$ cat src/rtl/cu_pkg.sv
// Shared types and constants for the MSP430 format-I control sequencer.
package cu_pkg;

  typedef enum logic [2:0] {FETCH, DECODE, READ, EXEC, WB, PCUP, HALT} state_t;

  localparam logic [3:0] OP_MOV  = 4'h4;
  localparam logic [3:0] OP_ADD  = 4'h5;
  localparam logic [3:0] OP_ADDC = 4'h6;
  localparam logic [3:0] OP_SUBC = 4'h7;
  localparam logic [3:0] OP_SUB  = 4'h8;
  localparam logic [3:0] OP_CMP  = 4'h9;
  localparam logic [3:0] OP_DADD = 4'hA;
  localparam logic [3:0] OP_BIT  = 4'hB;
  localparam logic [3:0] OP_BIC  = 4'hC;
  localparam logic [3:0] OP_BIS  = 4'hD;
  localparam logic [3:0] OP_XOR  = 4'hE;
  localparam logic [3:0] OP_AND  = 4'hF;

  localparam int OPC_LSB = 12;
  localparam int SRC_LSB = 8;
  localparam int AD_BIT  = 7;
  localparam int BW_BIT  = 6;
  localparam int AS_LSB  = 4;
  localparam int DST_LSB = 0;

  localparam logic [3:0] PC_REG = 4'h0;

endpackage

$ cat src/rtl/cu_decode.sv
// Field extraction and legality check for register-mode double-operand instructions.
module cu_decode
  import cu_pkg::*;
(
  input  logic [15:0] ir,
  output logic [3:0]  opcode,
  output logic [3:0]  src,
  output logic [3:0]  dst,
  output logic        bw,
  output logic        legal,
  output logic        writes_dst
);

  logic       ad;
  logic [1:0] as_mode;
  logic       fmt1;

  assign opcode  = ir[OPC_LSB +: 4];
  assign src     = ir[SRC_LSB +: 4];
  assign dst     = ir[DST_LSB +: 4];
  assign ad      = ir[AD_BIT];
  assign bw      = ir[BW_BIT];
  assign as_mode = ir[AS_LSB +: 2];

  assign fmt1 = opcode inside {OP_MOV, OP_ADD, OP_ADDC, OP_SUBC, OP_SUB, OP_CMP,
                               OP_DADD, OP_BIT, OP_BIC, OP_BIS, OP_XOR, OP_AND};

  // Only register-to-register addressing is supported.
  assign legal      = fmt1 && (as_mode == 2'b00) && !ad;
  assign writes_dst = !((opcode == OP_CMP) || (opcode == OP_BIT));

endmodule

$ cat src/rtl/control_unit.sv
// Multi-cycle fetch/decode/execute sequencer driving the register bank and ALU.
module control_unit
  import cu_pkg::*;
#(
  parameter int ALU_TIMEOUT = 16,
  parameter int CNT_W       = 16
) (
  input  logic             clk,
  input  logic             rst,
  input  logic [15:0]      instr_data,
  input  logic             instr_ready,
  output logic             instr_req,
  output logic [3:0]       src_reg,
  output logic [3:0]       dst_reg,
  output logic [3:0]       wr_reg,
  output logic             wr_en,
  output logic             pc_inc,
  output logic [3:0]       alu_op,
  output logic             alu_byte,
  output logic             alu_start,
  input  logic             alu_done,
  output logic             halted,
  output logic             illegal,
  output logic             timeout,
  output logic [CNT_W-1:0] retired
);

  localparam int TW = $clog2(ALU_TIMEOUT + 1);

  state_t        state, next_state;
  logic [15:0]   ir;
  logic [TW-1:0] timer;
  logic [3:0]    d_op, d_src, d_dst;
  logic          d_bw, d_legal, d_writes;
  logic          fetch_hit, alu_wait, wait_expired;

  cu_decode u_dec (
    .ir        (ir),
    .opcode    (d_op),
    .src       (d_src),
    .dst       (d_dst),
    .bw        (d_bw),
    .legal     (d_legal),
    .writes_dst(d_writes)
  );

  assign fetch_hit    = (state == FETCH) && instr_req && instr_ready;
  // timer==0 is the start cycle; alu_done counts only from the cycle after.
  assign alu_wait     = (state == EXEC) && (timer != '0);
  assign wait_expired = alu_wait && !alu_done && (timer == TW'(ALU_TIMEOUT - 1));

  always_ff @(posedge clk) begin
    if (rst) state <= FETCH;
    else     state <= next_state;
  end

  always_comb begin
    next_state = state;
    case (state)
      FETCH:  if (fetch_hit) next_state = DECODE;
      DECODE: next_state = d_legal ? READ : HALT;
      READ:   next_state = EXEC;
      EXEC: begin
        if (alu_wait && alu_done) next_state = WB;
        else if (wait_expired)    next_state = HALT;
      end
      WB:     next_state = (d_writes && (dst_reg == PC_REG)) ? FETCH : PCUP;
      PCUP:   next_state = FETCH;
      HALT:   next_state = HALT;
      default: next_state = HALT;
    endcase
  end

  always_comb begin
    alu_start = (state == EXEC) && (timer == '0);
    wr_en     = (state == WB) && d_writes;
    wr_reg    = wr_en ? dst_reg : 4'h0;
    pc_inc    = (state == PCUP);
  end

  always_ff @(posedge clk) begin
    if (rst) begin
      ir        <= '0;
      instr_req <= 1'b0;
      src_reg   <= '0;
      dst_reg   <= '0;
      alu_op    <= '0;
      alu_byte  <= 1'b0;
      timer     <= '0;
      halted    <= 1'b0;
      illegal   <= 1'b0;
      timeout   <= 1'b0;
      retired   <= '0;
    end else begin
      // Registered so the request stays low for the whole reset cycle.
      instr_req <= (next_state == FETCH);
      if (fetch_hit) ir <= instr_data;
      if (state == DECODE) begin
        if (d_legal) begin
          src_reg  <= d_src;
          dst_reg  <= d_dst;
          alu_op   <= d_op;
          alu_byte <= d_bw;
        end else begin
          illegal <= 1'b1;
          halted  <= 1'b1;
        end
      end
      if (state == EXEC) timer <= timer + 1'b1;
      else               timer <= '0;
      if (wait_expired) begin
        timeout <= 1'b1;
        halted  <= 1'b1;
      end
      if (state == WB) retired <= retired + 1'b1;
    end
  end

endmodule
$ cat config.mk
export PLATFORM = sky130hd
export DESIGN_NAME = control_unit
export DESIGN_NICKNAME = d
export VERILOG_FILES = /design/src/rtl/cu_pkg.sv /design/src/rtl/cu_decode.sv /design/src/rtl/control_unit.sv
export SDC_FILE = /design/constraint.sdc
export NUM_CORES = 1
export LEC_CHECK = 0
export CAP_MARGIN = 20
export CORE_UTILIZATION = 48
export DETAILED_ROUTE_END_ITERATION = 8
export PLACE_DENSITY = 0.89
export SETUP_SLACK_MARGIN = 0.3
export SYNTH_ARGS = -nofsm -noshare
export SYNTH_HDL_FRONTEND = slang
export SYNTH_SLANG_ARGS = --single-unit
export TNS_END_PERCENT = 30
$ cat constraint.sdc
create_clock -name clk -period 2.2 [get_ports clk]
set_input_delay 0.22 -clock clk [delete_from_list [all_inputs] [get_ports clk]]
set_output_delay 0.22 -clock clk [all_outputs]
set_load 0.05 [all_outputs]
==> results_dict.tcl <==
set metrics [dict create \
    status "finished, violations left" \
    violations "DRC" \
    worstSetupEndpointType "output port" \
    vias 2110 \
    synth.top_cell.area_share_pct 48.72 \
    top_regs "ir (16), retired (16), timer (5)" \
    ant_nets 0 \
    min_period_ns 1.887 \
    fin_crit_sh_pct 85.77 \
    yosys_warnings 0 \
    die_area_sq_um 5163 \
    n_antenna_cell 0 \
    peakVddDrop_mv 0.4140 \
    critPathMaxFanout 5 \
    clk_latency_ns 0.34 \
    finalSetupViolCount 0 \
    hold_start "rst" \
    power_density_nw_per_um2 751.0 \
    arrival_ns 1.67 \
    grt_pass1_wl_um 8976 \
    drive_gt1_share_pct 13.20 \
    cts_made_buffers 9 \
    rsz0062_at_grt "yes" \
    holdPathStages 2 \
    ys_seq_elements 57 \
    syn_area_sq_um 2342 \
    fin_setup_tns_ns 0 \
    slew_violations 0 \
    path_buf_inv 2 \
    yosys.area.top_type "dfxtp_1" \
    synth_enable_flop_cells 0 \
    ff2ff_path_depth 4 \
    crit_required_ns 1.98 \
    synth_commonest_cells "57 x dfxtp_1, 42 x nand2_1, 37 x nor2_1" \
    leakage_uw 0.001284 \
    hold_viol_final 0 \
    crit_family "simple AND/OR/NAND/NOR gates" \
    place.port_buffers 59 \
    rrSetupSlack_ns 0.38 \
    path_class "reg2out" \
    viasPerCell 5.172 \
    core_sq_um 4723 \
    yosysMostFrequentCell "dfxtp_1" \
    async_flop_share_pct 0 \
    track_usage_pct 23.15 \
    placed_cells 389 \
    cp.depth 5 \
    root_buffer "clkbuf_8" \
    cp_slowest_stage_delay_ns 0.39 \
    hold_class "in2reg" \
    maxCapViolCount 0 \
    pin_count 60 \
    place_congestion 0.7920 \
    grt_pass1_vias 1959 \
    synthTopCellsByArea "dfxtp_1 49%, nand2_1 6.7%, mux2i_1 6.0%, nor2_1 5.9%, a21oi_1 5.6%" \
    fp.dieW_um 71.86 \
    r2r_start "state[0]$_SDFF_PP0_" \
    cts_buffer_depth 2 \
    seq_area_frac_synth_pct 48.72 \
    syn_nets 296 \
    syn2layout_area_growth_pct 41.24 \
    relSlewSlack_pct 59.03 \
    crit_chain "or3b_4 -> buf_6 -> nor2b_4 -> and2_4 -> buf_12" \
    fin_nets 360 \
    wl_per_cell_um 13.24 \
    initial_utilization_pct 49.59 \
    dp_hpwl_um 3700 \
    hold_end "retired[12]$_SDFFE_PP0N_" \
    worst_setup_path_start_kind "register" \
    drt_iter0_markers 92 \
    fill_cells 357 \
    clk_pin_slew_ns 0.06 \
    synth-main-ff-cell "dfxtp_1" \
    h-tree-depth 3 \
    grt_start_max_net_pins 36 \
    finalClockSkew_ns 0.009186 \
    ys_types 38 \
    whs_ns 0.3740 \
    cts_hold_buffers 0 \
    netlist_instances 272 \
    cts_sinks 57 \
    antenna_found_initial 0 \
    drc 2 \
    worst_pin_slew_ns 0.6146 \
    dieHeight_um 71.86 \
    r2r-end "retired[13]$_SDFFE_PP0N_" \
    cts_tree "done" \
    syn_area_per_cell_sq_um 8.611 \
    grt_overflow 0 \
    fmax_mhz 530.0 \
    finalWirelength_um 5403 \
    row_count 25 \
    slowest_stage "or3b_4" \
    drtPass1Iterations 6 \
    stdcell_count 408 \
]
[cells in the final DEF (no fill, tap or decap), drive strengths merged, types with 7 or more instances in the layout]
master         count
a21oi             26
buf               17
clkbuf            13
clkdlybuf4s50     51
dfxtp             57
mux2i             14
nand2             42
nand3              8
nor2              37
xor2               7
[cells by family after synthesis]
logic type | after synthesis | share of synthesized area (%)
XOR/XNOR | 13 | 4.861
multiplexers | 14 | 5.983
flip-flops | 57 | 48.72
adder cells (fa/ha/maj) | 4 | 2.137
AO/OA/AOI/OAI | 38 | 9.135
buffers and inverters | 22 | 3.953
AND/OR/NAND/NOR | 124 | 25.21
[worst register-to-register path: stages, from the launching register on]
cell and delay (ns):
dfxtp_2 0.33, or3b_4 0.39, or2_1 0.32, or4_1 0.54, a21oi_1 0.18
[worst max path at each step]
stage                                to  slack, ns                start
6_report                      wr_reg[1]       0.31  state[0]$_SDFF_PP0_
5_1_grt                       wr_reg[0]       0.24  state[0]$_SDFF_PP0_
4_1_cts                       wr_reg[2]       0.30  state[0]$_SDFF_PP0_
3_5_place_dp   retired[13]$_SDFFE_PP0N_       0.24  state[2]$_SDFF_PP0_
3_3_place_gp   retired[15]$_SDFFE_PP0N_       0.33  state[2]$_SDFF_PP0_
2_1_floorplan                 alu_start       0.19  timer[0]$_SDFF_PP0_
[metrics by stage]
stage / total power, uW / worst slack (ns) / area, sq um / util, %
6_report: 2485 / 0.3131 / 3308 / 70.04
5_1_grt: 2590 / 0.2398 / 3308 / 70.04
4_1_cts: 2487 / 0.2974 / 3299 / 69.85
3_5_place_dp: 1622 / 0.2421 / 3084 / 65.30
3_3_place_gp: 1607 / 0.3279 / 3084 / 65.30
2_1_floorplan: 1455 / 0.1938 / 2360 / -
[where the power goes]
| part | leakage, uW | total, uW | switching, uW | internal [uW] |
|---|---|---|---|---|
| clock | 0.0000932 | 857 | 393 | 464 |
| combinational | 0.000728 | 481 | 288 | 193 |
| sequential | 0.000462 | 1150 | 43.6 | 1100 |
[area by class of cell]
class                   instances  area [sq um]  area share [%]
multi-input cells             193          1157           34.98
flip-flops and latches         57          1146           34.64
repair buffers                 69         724.4           21.90
well taps                      67         83.83           2.534
inverters                       6         22.52          0.6808
clock buffers                  13         158.9           4.803
clock inverters                 3         15.01          0.4539
[what timing repair did]
item | CTS | global route
gates resized for setup | 8 | 6
pin swaps | 2 | 2
setup buffers | 3 | 0
endpoints found under the setup margin | 9 | 11
[per-layer routing]
| layer | track usage [%] | vias to the layer above | wire length (um) | part of all wire, % |
|---|---|---|---|---|
| met2 | 39.10 | 58 | 2680 | 50 |
| li1 | - | 1053 | - | - |
| met4 | 14.16 | 0 | 72 | 1.3 |
| met5 | 0 | - | 0 | 0 |
| met3 | 6.470 | 8 | 295 | 5.5 |
| met1 | 25.86 | 991 | 2354 | 44 |
(Power assumes the default switching activity.)
